`config.mk`:
```
export PLATFORM = sky130hd
export DESIGN_NAME = ps2_key_decoder
export DESIGN_NICKNAME = d
export VERILOG_FILES = /design/src/rtl/ps2_key_decoder.sv
export SDC_FILE = /design/constraint.sdc
export NUM_CORES = 1
export LEC_CHECK = 0
export ABC_AREA = 1
export BUFFER_PORTS_ARGS = -buffer_cell sky130_fd_sc_hd__buf_4
export CORE_MARGIN = 2
export CORE_UTILIZATION = 40
export CTS_CLUSTER_DIAMETER = 30
export DETAILED_ROUTE_END_ITERATION = 16
export GPL_TIMING_DRIVEN = 0
export PLACE_DENSITY = 0.66
export SYNTH_ARGS = -nofsm -noshare
export SYNTH_HDL_FRONTEND = slang
export SYNTH_SLANG_ARGS = --single-unit
```
`constraint.sdc`:
```
create_clock -name pclk -period 5.3 [get_ports pclk]
set_input_delay 0 -clock pclk [delete_from_list [all_inputs] [get_ports pclk]]
set_output_delay 0 -clock pclk [all_outputs]
set_load 0.005 [all_outputs]
```
`src/rtl/ps2_key_decoder.sv`:
```
// ps2_key_decoder: PS/2 Set 2 receiver with E0/F0 prefix tracking and a held-key bitmap.
// Optional KBD_REPEAT_FILTER_EN suppresses strobes for typematic repeats of already-held keys.
module ps2_key_decoder #(
  parameter int FILTER_LEN  = 8,
  parameter int TIMEOUT_CYC = 50000
) (
  input  logic         pclk,
  input  logic         rst,
  input  logic         ps2_clk,
  input  logic         ps2_data,
  output logic [511:0] key_down,
  output logic [8:0]   last_change,
  output logic         key_valid,
  output logic         frame_err
);
  localparam int FW = $clog2(FILTER_LEN + 1);
  localparam int TW = $clog2(TIMEOUT_CYC + 1);
  localparam logic [FW-1:0] F_MAX = FW'(FILTER_LEN - 1);
  localparam logic [TW-1:0] T_MAX = TW'(TIMEOUT_CYC - 1);
  typedef enum logic [1:0] {RX_IDLE, RX_DATA, RX_PAR, RX_STOP} rx_state_t;
  rx_state_t state, state_d;
  logic [1:0] clk_s, dat_s;
  logic filt_clk, fall, byte_done, tmo, good, discard, ext, brk, rep;
  logic [FW-1:0] filt_cnt;
  logic [TW-1:0] tmo_cnt;
  logic [2:0] bit_cnt;
  logic [7:0] shreg;
  logic par;
  logic [8:0] code;
  // Filtered clock flips only after FILTER_LEN consecutive differing samples
  assign fall = filt_clk & ~clk_s[1] & (filt_cnt == F_MAX);
  always_ff @(posedge pclk) begin
    if (rst) begin
      clk_s    <= 2'b11;
      dat_s    <= 2'b11;
      filt_clk <= 1'b1;
      filt_cnt <= '0;
    end else begin
      clk_s <= {clk_s[0], ps2_clk};
      dat_s <= {dat_s[0], ps2_data};
      if (clk_s[1] == filt_clk)
        filt_cnt <= '0;
      else if (filt_cnt == F_MAX) begin
        filt_clk <= clk_s[1];
        filt_cnt <= '0;
      end else
        filt_cnt <= filt_cnt + 1'b1;
    end
  end
  always_comb begin
    state_d   = state;
    byte_done = 1'b0;
    tmo       = 1'b0;
    if (state != RX_IDLE && !fall && tmo_cnt == T_MAX) begin
      state_d = RX_IDLE;
      tmo     = 1'b1;
    end else if (fall) begin
      case (state)
        RX_IDLE: state_d = dat_s[1] ? RX_IDLE : RX_DATA;
        RX_DATA: state_d = (bit_cnt == 3'd7) ? RX_PAR : RX_DATA;
        RX_PAR:  state_d = RX_STOP;
        default: begin
          state_d   = RX_IDLE;
          byte_done = 1'b1;
        end
      endcase
    end
  end
  always_ff @(posedge pclk) begin
    if (rst) begin
      state   <= RX_IDLE;
      tmo_cnt <= '0;
      bit_cnt <= '0;
      shreg   <= '0;
      par     <= 1'b0;
    end else begin
      state   <= state_d;
      tmo_cnt <= (state == RX_IDLE || fall) ? '0 : (tmo_cnt == T_MAX ? tmo_cnt : tmo_cnt + 1'b1);
      if (fall && state == RX_IDLE)
        bit_cnt <= '0;
      if (fall && state == RX_DATA) begin
        shreg   <= {dat_s[1], shreg[7:1]};
        bit_cnt <= (bit_cnt == 3'd7) ? bit_cnt : bit_cnt + 1'b1;
      end
      if (fall && state == RX_PAR)
        par <= dat_s[1];
    end
  end
  // Odd parity over data+parity, and the stop bit sampled on this edge must be 1
  assign good    = dat_s[1] & ^{shreg, par};
  assign discard = shreg inside {8'hAA, 8'hFA, 8'hEE, 8'hFE, 8'h00, 8'hFF, 8'hE1};
  assign code    = {ext, shreg};
`ifdef KBD_REPEAT_FILTER_EN
  assign rep = ~brk & key_down[code];
`else
  assign rep = 1'b0;
`endif
  always_ff @(posedge pclk) begin
    if (rst) begin
      key_down    <= '0;
      last_change <= '0;
      key_valid   <= 1'b0;
      frame_err   <= 1'b0;
      ext         <= 1'b0;
      brk         <= 1'b0;
    end else begin
      key_valid <= 1'b0;
      frame_err <= 1'b0;
      if (tmo || (byte_done && !good)) begin
        frame_err <= 1'b1;
        ext       <= 1'b0;
        brk       <= 1'b0;
      end else if (byte_done) begin
        if (shreg == 8'hE0)
          ext <= 1'b1;
        else if (shreg == 8'hF0)
          brk <= 1'b1;
        else if (!discard) begin
          if (!rep) begin
            key_down[code] <= ~brk;
            last_change    <= code;
            key_valid      <= 1'b1;
          end
          ext <= 1'b0;
          brk <= 1'b0;
        end
      end
    end
  end
endmodule

```
==> PnR_summary.wiki, run 1 <==
{| class="wikitable"
! Metric !! Value
|-
| Initial antenna violation count || 0
|-
| Number of buffers and inverters on the critical path || 4
|-
| Number of nets produced by synthesis || 4771
|-
| Routed wirelength normalized by instance count || 17.8 um
|-
| Clock tree from TritonCTS || yes
|-
| Crit Reg-Reg Endpoint || key_down[270]$_SDFFE_PP0P_
|-
| Final worst path period need || 3.12 ns
|-
| Worst slew margin || 9.12%
|-
| Root Buffer Master || clkbuf_16
|-
| Clock latency reported for the late side of the worst-skew pair || 0.72 ns
|-
| Switching power summed over all nets || 2.98 mW
|-
| Wire length of the first global-routing pass || 174000 um
|-
| Maximum vdd drop || 0.327 mV
|-
| Tot GR Track Use || 27.2%
|-
| Final max-slew violation count || 0
|-
| Non-filler cells in the finished layout || 6624
|-
| Hold Path Stages || 3
|-
| Beginning of the worst register-to-register path || shreg[0]$_SDFFE_PP0P_
|-
| DR iter-0 viols || 2720
|-
| Hold Fails Final Rpt || 0
|-
| Cell class contributing the biggest share of worst-path delay || buffers and inverters
|-
| Final sum of negative setup slack || 0 ns
|-
| Leakage power of the design || 30.7 nW
|-
| Power Density || 323 mW/mm2
|-
| Share of the synthesized netlist area taken by xor and xnor gates || 0.0808%
|-
| Avg Inst Size Synth || 6.83 um2
|-
| Chip Width || 289 um
|-
| Internal reg-to-reg setup slack || 2.18 ns
|-
| Proportion of layout cells with a drive suffix above 1 || 25.5%
|-
| Final setup slack of the worst path || 2.18 ns
|-
| Yosys warns || 0
|-
| Die boundary height || 289 um
|-
| Kind of launch point of the worst setup path || register
|-
| Area enclosed by the die boundary || 0.0836 mm2
|-
| Total clock sinks || 564
|-
| Internal Power || 11.0 mW
|-
| Clock transition at path regs || 0.05 ns
|-
| Diodes inserted || 0
|-
| Deepest level of the CTS H-tree || 4
|-
| Hold Worst Slack || 0.0582 ns
|-
| Critical path class || register to register
|-
| Post-route antenna net violation count || 0
|-
| Hold worst-path end || clk_s[0]$_SDFF_PP1_
|-
| CP max stage cell || clkbuf_1
|-
| Basic-gate share of the synthesized area counting and, or, nand and nor cells || 49.0%
|-
| Largest net degree at the start of global routing || 17
|-
| Worst slew pin tran || 1.36 ns
|-
| Standard-cell row count || 104
|-
| Post-detailed-routing wire length || 118000 um
|-
| Number of max-cap violations || 0
|-
| Multiplexer share of the synthesized area || 0%
|-
| Crit. End Element || register
|-
| Core utilization of the finished layout || 53.7%
|-
| Port-buffer cells || 526
|-
| Ys async rst share || 0%
|-
| Growth of design area from synthesis to finish || 33.0%
|-
| Half-perimeter wire length of the detailed placement result || 81800 um
|-
| CTS resizes || 0
|-
| Worst Clk Skew || 0.0282 ns
|-
| Total number of vias || 32800
|-
| Post-Syn Instances || 4762
|-
| Vias in the first global route || 30100
|-
| Number of instances in the placed design || 6350
|-
| Count of flip-flops with a built-in enable after synthesis || 0
|-
| Critical path required time || 5.90 ns
|-
| Number of buffers inserted by hold repair at cts || 4
|-
| Number of vias per cell || 4.95
|-
| Cell variety after synth || 35
|-
| Fraction of power spent switching nets || 21.3%
|-
| Most Frequent Cell on Critical Path || nand2_1
|-
| Fillers || 7627
|-
| Start point of the worst min-delay path || ps2_clk
|-
| Worst Path Max Fanout || 10
|-
| Post-place instance area || 0.0378 mm2
|-
| Number of buffers created by CTS || 146
|-
| Residual DRC count || 0
|-
| Complex-gate fraction of the synthesized area || 1.02%
|-
| Data arrival time of the worst path || 3.72 ns
|-
| Maximum buffer depth of the clock tree || 3
|-
| Most repeated cell in the gate-level netlist after synthesis || nor2_1
|-
| Final weighted congestion in routability-driven placement || 0.869
|-
| Main flop type after synthesis || dfxtp_1
|-
| Timing-limited maximum frequency || 321 MHz
|-
| Outcome || finished, final reports clean
|-
| Setup repair after global routing missed its margin || no
|-
| Sequential power share || 30.4%
|-
| Logic depth of the worst register-to-register path || 11
|-
| Cell type with the highest aggregate area in the netlist || dfxtp_1
|-
| Number of synthesized register bits || 564
|-
| Share of the clock period used by the worst path after layout || 58.8%
|-
| Adder and majority cell fraction of the synthesized area || 0.192%
|-
| Main combinational cell family by area after synthesis || simple AND/OR/NAND/NOR gates
|-
| Global route total overflow || 0
|-
| Power share of the clock group || 68.9%
|-
| Mapped Area || 0.0325 mm2
|-
| Post-CTS Setup Inserts || 0
|-
| Worst setup timing slack at the placement stage || 2.19 ns
|-
| Io pins || 527
|-
| Starting density of the core || 40.4%
|-
| Post-Layout Inst Area || 0.0433 mm2
|-
| Final Setup Violations || 0
|-
| Post-layout net count || 5451
|-
| Overall power consumption || 14.0 mW
|-
| Leading post-synthesis cells by instance count || nor2_1, nand2_1, dfxtp_1, inv_1, nand4_2
|-
| First-pass DRT Iterations || 8
|-
| Area share of the largest cell type after synthesis || 34.7%
|-
| Sequential share of the synthesized area || 34.7%
|-
| Relative contribution of combinational cells to total power || 0.7%
|-
| Placeable core region || 0.0805 mm2
|-
| Type of the worst min-delay path || input port to register
|-
| CP peak stage delay || 0.98 ns
|-
| Sequence of cells on the critical path || inv_2 > nand2_1 > inv_2 > nand2_1 > clkbuf_1 > clkbuf_1 > nor2_1 > nand4_2 > nand2_1 > nand2_1 > nor2_1
|-
| Most area-consuming cells after synthesis || dfxtp_1, nor2_1, nand4_2, nand2_1, inv_1
|}
==> layer usage <==
metal	vias up	track usage [%]	part of all wire [%]
met5	-	0	0
met4	0	11.5	3.9
met3	282	7.73	9.1
met2	1318	44.2	46
met1	15100	33.8	41
li1	16100	-	-
==> worst register-to-register path: stages (launching register included) <==
cell      delay, ns
dfxtp_1        0.42
inv_2          0.08
nand2_1        0.11
inv_2          0.06
nand2_1        0.07
clkbuf_1       0.78
clkbuf_1       0.99
nor2_1         0.18
nand4_2        0.16
nand2_1        0.06
nand2_1        0.06
nor2_1         0.04
==> cell usage in the layout, fill, tap and decap left out, drive strengths merged <==
cell,synthesis,final
a211oi,1,1
a21oi,39,39
a31oi,4,4
buf,220,748
bufinv,0,26
clkbuf,146,335
clkinv,0,38
clkinvlp,0,11
dfxtp,564,564
dlygate4sd3,0,4
ha,5,5
inv,562,568
nand2,1107,1107
nand3,18,18
nand4,510,510
nor2,1536,1536
nor3,14,14
nor3b,2,2
nor4,4,4
o21a,1,1
o21ai,19,19
or2,7,7
xnor2,1,1
xor2,2,2
==> cell type report <==
cell class | count | area (um2) | share of cell area [%]
multi-input combinational | 3270 | 16400 | 37.8
buffer | 366 | 2770 | 6.39
clock inverter | 81 | 1270 | 2.93
inverter | 562 | 2110 | 4.88
clock buffer | 189 | 4110 | 9.50
timing repair buffer | 532 | 4030 | 9.32
sequential | 564 | 11300 | 26.1
tap | 1060 | 1330 | 3.07
==> power by group through the flow <==
stage               clock network, mW  logic, mW  registers (mW)
finish                           9.63     0.0981            4.26
global route                     9.97      0.106            4.25
CTS                              9.72     0.0981            4.26
detailed placement                  0     0.0953            4.34
global placement                    0     0.0951            4.34
floorplan                           0     0.0603            4.33
==> worst max-delay path by stage <==
| stage | endpoint | cells past startpoint | startpoint | slack (ns) |
|---|---|---|---|---|
| finish | key_down[270]$_SDFFE_PP0P_ | 11 | shreg[0]$_SDFFE_PP0P_ | 2.18 |
| global route | key_down[150]$_SDFFE_PP0P_ | 9 | shreg[7]$_SDFFE_PP0P_ | 1.94 |
| CTS | key_down[184]$_SDFFE_PP0P_ | 9 | shreg[7]$_SDFFE_PP0P_ | 2.15 |
| detailed placement | key_down[151]$_SDFFE_PP0P_ | 8 | shreg[7]$_SDFFE_PP0P_ | 2.19 |
| global placement | key_down[22]$_SDFFE_PP0P_ | 9 | shreg[4]$_SDFFE_PP0P_ | 1.90 |
| floorplan | key_down[381]$_SDFFE_PP0P_ | 13 | filt_cnt[0]$_SDFF_PP0_ | 3.33 |
==> sequential cells by signal (all words and copies together), names as in the netlist <==
register	count
filt_cnt	4
key_valid	1
clk_s	2
frame_err	1
last_change	9
bit_cnt	3
filt_clk	1
par	1
ext	1
dat_s	2
brk	1
state	2
shreg	8
key_down	512
tmo_cnt	16
==> cell families after synthesis <==
group / Yosys count
DFF: 564
and+or+nand+nor: 3198
adders and majority gates: 5
AOI/OAI and AO/OA: 64
buffers and inverters: 928
xor gates and xnor gates: 3
Power figures use the tool's default switching activity.
==> run 2: changes to the inputs <==
--- a/config.mk
+++ b/config.mk
@@ -5,14 +5,14 @@
 export SDC_FILE = /design/constraint.sdc
 export NUM_CORES = 1
 export LEC_CHECK = 0
-export ABC_AREA = 1
+export ABC_AREA = 0
 export BUFFER_PORTS_ARGS = -buffer_cell sky130_fd_sc_hd__buf_4
 export CORE_MARGIN = 2
 export CORE_UTILIZATION = 40
 export CTS_CLUSTER_DIAMETER = 30
 export DETAILED_ROUTE_END_ITERATION = 16
 export GPL_TIMING_DRIVEN = 0
-export PLACE_DENSITY = 0.66
+export PLACE_DENSITY = 0.71
 export SYNTH_ARGS = -nofsm -noshare
 export SYNTH_HDL_FRONTEND = slang
 export SYNTH_SLANG_ARGS = --single-unit
==> constraint.sdc (replaced) <==
create_clock -name pclk -period 2.6 [get_ports pclk]
set_input_delay 0 -clock pclk [delete_from_list [all_inputs] [get_ports pclk]]
set_output_delay 0 -clock pclk [all_outputs]
set_load 0.005 [all_outputs]
==> PnR_summary.wiki, run 2 <==
{| class="wikitable"
! Metric !! Value
|-
| Number of vias per cell || 6.26 (was 4.95)
|-
| Outcome || finished with violations (was finished, final reports clean)
|-
| Maximum vdd drop || 0.624 mV (was 0.327 mV)
|-
| Number of buffers created by CTS || 120 (was 146)
|-
| Worst Path Max Fanout || 10 (unchanged)
|-
| Area share of the largest cell type after synthesis || 49.6% (was 34.7%)
|-
| Post-layout net count || 3265 (was 5451)
|-
| Power Density || 736 mW/mm2 (was 323 mW/mm2)
|-
| First-pass DRT Iterations || 6 (was 8)
|-
| Relative contribution of combinational cells to total power || 1.1% (was 0.7%)
|-
| Total number of vias || 25800 (was 32800)
|-
| Total clock sinks || 564 (unchanged)
|-
| Clock tree from TritonCTS || yes (unchanged)
|-
| Sequence of cells on the critical path || clkbuf_2 > nor4_1 > o21ai_2 > and3_4 > nand3_2 > clkbuf_1 > o21ai_0 > a21oi_1 (was inv_2 > nand2_1 > inv_2 > nand2_1 > clkbuf_1 > clkbuf_1 > nor2_1 > nand4_2 > nand2_1 > nand2_1 > nor2_1)
|-
| Critical path class || register to register (unchanged)
|-
| Count of flip-flops with a built-in enable after synthesis || 0 (unchanged)
|-
| Final weighted congestion in routability-driven placement || 0.920 (was 0.869)
|-
| Final setup slack of the worst path || -0.135 ns (was 2.18 ns)
|-
| Worst slew pin tran || 1.35 ns (was 1.36 ns)
|-
| Starting density of the core || 40.4% (about the same)
|-
| Share of the clock period used by the worst path after layout || 105% (was 58.8%)
|-
| Hold Worst Slack || 0.0802 ns (was 0.0582 ns)
|-
| Largest reg by FF count || key_down (unchanged)
|-
| Beginning of the worst register-to-register path || shreg[0]$_SDFFE_PP0P_ (unchanged)
|-
| Main flop type after synthesis || dfxtp_1 (unchanged)
|-
| Half-perimeter wire length of the detailed placement result || 76500 um (was 81800 um)
|-
| Routed wirelength normalized by instance count || 27.4 um (was 17.8 um)
|-
| Cell type with the highest aggregate area in the netlist || dfxtp_1 (unchanged)
|-
| Setup repair after global routing missed its margin || yes (was no)
|-
| Wire length of the first global-routing pass || 160000 um (was 174000 um)
|-
| Tot GR Track Use || 36.1% (was 27.2%)
|-
| Overall power consumption || 25.1 mW (was 14.0 mW)
|-
| Yosys warns || 0 (unchanged)
|-
| Worst slew margin || 10.3% (was 9.12%)
|-
| Worst Clk Skew || 0.0273 ns (was 0.0282 ns)
|-
| CP peak stage delay || 0.64 ns (was 0.98 ns)
|-
| Number of synthesized register bits || 564 (unchanged)
|-
| Start point of the worst min-delay path || ps2_data (was ps2_clk)
|-
| Maximum buffer depth of the clock tree || 3 (unchanged)
|-
| Chip Width || 243 um (was 289 um)
|-
| Hold Path Stages || 3 (unchanged)
|-
| Deepest level of the CTS H-tree || 3 (was 4)
|-
| Final sum of negative setup slack || -1.12 ns (was 0 ns)
|-
| Largest net degree at the start of global routing || 17 (unchanged)
|-
| Number of max-cap violations || 0 (unchanged)
|-
| DR iter-0 viols || 3003 (was 2720)
|-
| Root Buffer Master || clkbuf_16 (unchanged)
|-
| Data arrival time of the worst path || 3.32 ns (was 3.72 ns)
|-
| Leading post-synthesis cells by instance count || dfxtp_1, a21oi_1, or3_1, o21ai_0, clkbuf_1 (was nor2_1, nand2_1, dfxtp_1, inv_1, nand4_2)
|-
| Number of nets produced by synthesis || 2594 (was 4771)
|-
| Port-buffer cells || 526 (unchanged)
|-
| Internal Power || 19.7 mW (was 11.0 mW)
|-
| Crit Reg-Reg Endpoint || key_down[164]$_SDFFE_PP0P_ (was key_down[270]$_SDFFE_PP0P_)
|-
| Flip-flop count of the largest register, all copies and words added || 512 (unchanged)
|-
| CP max stage cell || clkbuf_1 (unchanged)
|-
| Hold Fails Final Rpt || 0 (unchanged)
|-
| Ys async rst share || 0% (unchanged)
|-
| Mapped Area || 0.0228 mm2 (was 0.0325 mm2)
|-
| Initial antenna violation count || 6 (was 0)
|-
| Power share of the clock group || 64.4% (was 68.9%)
|-
| Kind of launch point of the worst setup path || register (unchanged)
|-
| Post-place instance area || 0.0277 mm2 (was 0.0378 mm2)
|-
| Registers with the most flip-flops || key_down: 512 flops, tmo_cnt: 16 flops, last_change: 9 flops (unchanged)
|-
| Die boundary height || 243 um (was 289 um)
|-
| Non-filler cells in the finished layout || 4120 (was 6624)
|-
| Residual DRC count || 0 (unchanged)
|-
| Clock latency reported for the late side of the worst-skew pair || 0.68 ns (was 0.72 ns)
|-
| Cell variety after synth || 51 (was 35)
|-
| Hold worst-path end || dat_s[0]$_SDFF_PP1_ (was clk_s[0]$_SDFF_PP1_)
|-
| Violated checks || negative setup slack
|-
| Internal reg-to-reg setup slack || -0.14 ns (was 2.18 ns)
|-
| Number of buffers and inverters on the critical path || 2 (was 4)
|-
| Final Setup Violations || 23 (was 0)
|-
| Clock transition at path regs || 0.05 ns (about the same)
|-
| Sequential share of the synthesized area || 49.6% (was 34.7%)
|-
| Area enclosed by the die boundary || 0.0589 mm2 (was 0.0836 mm2)
|-
| Final max-slew violation count || 0 (unchanged)
|-
| Crit. End Element || register (unchanged)
|-
| Logic depth of the worst register-to-register path || 8 (was 11)
|-
| Global route total overflow || 0 (unchanged)
|-
| Avg Inst Size Synth || 8.81 um2 (was 6.83 um2)
|-
| Post-route antenna net violation count || 0 (unchanged)
|-
| Vias in the first global route || 24100 (was 30100)
|-
| Cell class contributing the biggest share of worst-path delay || simple AND/OR/NAND/NOR gates (was buffers and inverters)
|-
| Final worst path period need || 2.74 ns (was 3.12 ns)
|-
| Post-Syn Instances || 2585 (was 4762)
|-
| Placeable core region || 0.0564 mm2 (was 0.0805 mm2)
|-
| Most area-consuming cells after synthesis || dfxtp_1, or3_1, a21oi_1, o21ai_0, clkbuf_1 (was dfxtp_1, nor2_1, nand4_2, nand2_1, inv_1)
|-
| Leakage power of the design || 12.6 nW (was 30.7 nW)
|-
| Most common library cell in the layout ignoring fill and taps || dfxtp_1 (was nor2_1)
|-
| Sequential power share || 34.5% (was 30.4%)
|-
| Fraction of power spent switching nets || 21.6% (was 21.3%)
|-
| Post-Layout Inst Area || 0.0341 mm2 (was 0.0433 mm2)
|-
| Growth of design area from synthesis to finish || 49.7% (was 33.0%)
|-
| Most repeated cell in the gate-level netlist after synthesis || dfxtp_1 (was nor2_1)
|-
| Number of instances in the placed design || 3868 (was 6350)
|-
| Commonest cells after routing, fill and taps aside || dfxtp_1, buf_4, a21oi_1 (was nor2_1, nand2_1, buf_4)
|-
| Type of the worst min-delay path || input port to register (unchanged)
|-
| Timing-limited maximum frequency || 366 MHz (was 321 MHz)
|-
| Standard-cell row count || 87 (was 104)
|-
| Io pins || 527 (unchanged)
|-
| Proportion of layout cells with a drive suffix above 1 || 32.8% (was 25.5%)
|-
| Post-detailed-routing wire length || 113000 um (was 118000 um)
|-
| Critical path required time || 3.19 ns (was 5.90 ns)
|-
| Switching power summed over all nets || 5.43 mW (was 2.98 mW)
|}
==> run 2: worst max path at each step <==
stage                                      start                         end  slack, ns  cells after the start
after global placement     shreg[5]$_SDFFE_PP0P_  key_down[489]$_SDFFE_PP0P_      -1.59                      9
final                      shreg[0]$_SDFFE_PP0P_  key_down[164]$_SDFFE_PP0P_      -0.14                      8
after detailed placement   shreg[5]$_SDFFE_PP0P_  key_down[233]$_SDFFE_PP0P_      -1.64                      9
after global routing       shreg[6]$_SDFFE_PP0P_  key_down[334]$_SDFFE_PP0P_      -0.09                      9
after CTS                 filt_cnt[1]$_SDFF_PP0_  key_down[239]$_SDFFE_PP0P_      -0.01                     10
after floorplan           filt_cnt[0]$_SDFF_PP0_  key_down[234]$_SDFFE_PP0P_       0.15                     11
==> run 2: per-layer routing <==
layer / vias up / share of wire (%) / GRT usage [%]
li1: 11100 / - / -
met1: 12400 / 38 / 46.1
met2: 1880 / 44 / 55.2
met3: 418 / 12 / 9.64
met4: 4 / 6.5 / 20.8
met5: - / 0.019 / 0
==> run 2: power by group through the flow <==
stage	clock [mW]	sequential (mW)	combinational [mW]
2_1_floorplan	0	8.84	0.141
3_3_place_gp	0	8.84	0.231
3_5_place_dp	0	8.84	0.233
4_1_cts	16.1	8.67	0.241
5_1_grt	16.6	8.66	0.285
6_report	16.2	8.67	0.271
==> run 2: through the flow <==
step | util (%) | setup slack (ns)
detailed placement | 49.1 | -1.64
floorplan | - | 0.149
finish | 60.5 | -0.135
CTS | 58.3 | -0.0132
global route | 60.4 | -0.0888
global placement | 49.1 | -1.59
==> run 2: tightest hold or removal path, delay by kind of cell <==
| family | cells | cell delay (ns) |
|---|---|---|
| buffers and inverters | 2 | 0.62 |
| and+or+nand+nor | 1 | 0.08 |
==> run 2: layout make-up <==
type,instances,area [um2]
Timing Repair Buffer,559,4240
Antenna cell,4,10.0
Sequential cell,564,11300
Fill cell,4795,22300
Multi-Input combinational cell,1677,11400
Buffer,328,1810
Clock buffer,155,3370
Inverter,6,22.5
Clock inverter,71,952
Tap cell,756,946
==> run 2: cells by family after synthesis <==
logic type	count (synthesis)	synth area share, %
XOR/XNOR	22	1.04
buffers and inverters	344	5.83
adder cells (fa/ha/maj)	5	0.275
flip-flops	564	49.6
multiplexers	16	0.703
AO/OA/AOI/OAI	1012	26.9
AND/OR/NAND/NOR	622	15.7
==> run 2: what timing repair did <==
| action | in CTS | in global routing |
|---|---|---|
| hold buffers | 3 | 0 |
| hold endpoints to repair | 6 | 0 |
| gates resized for setup | 269 | 358 |
| pin swaps | 13 | 45 |
| endpoints found under the setup margin | 504 | 486 |
| buffers inserted | 19 | 8 |
| cloned | 1 | 1 |
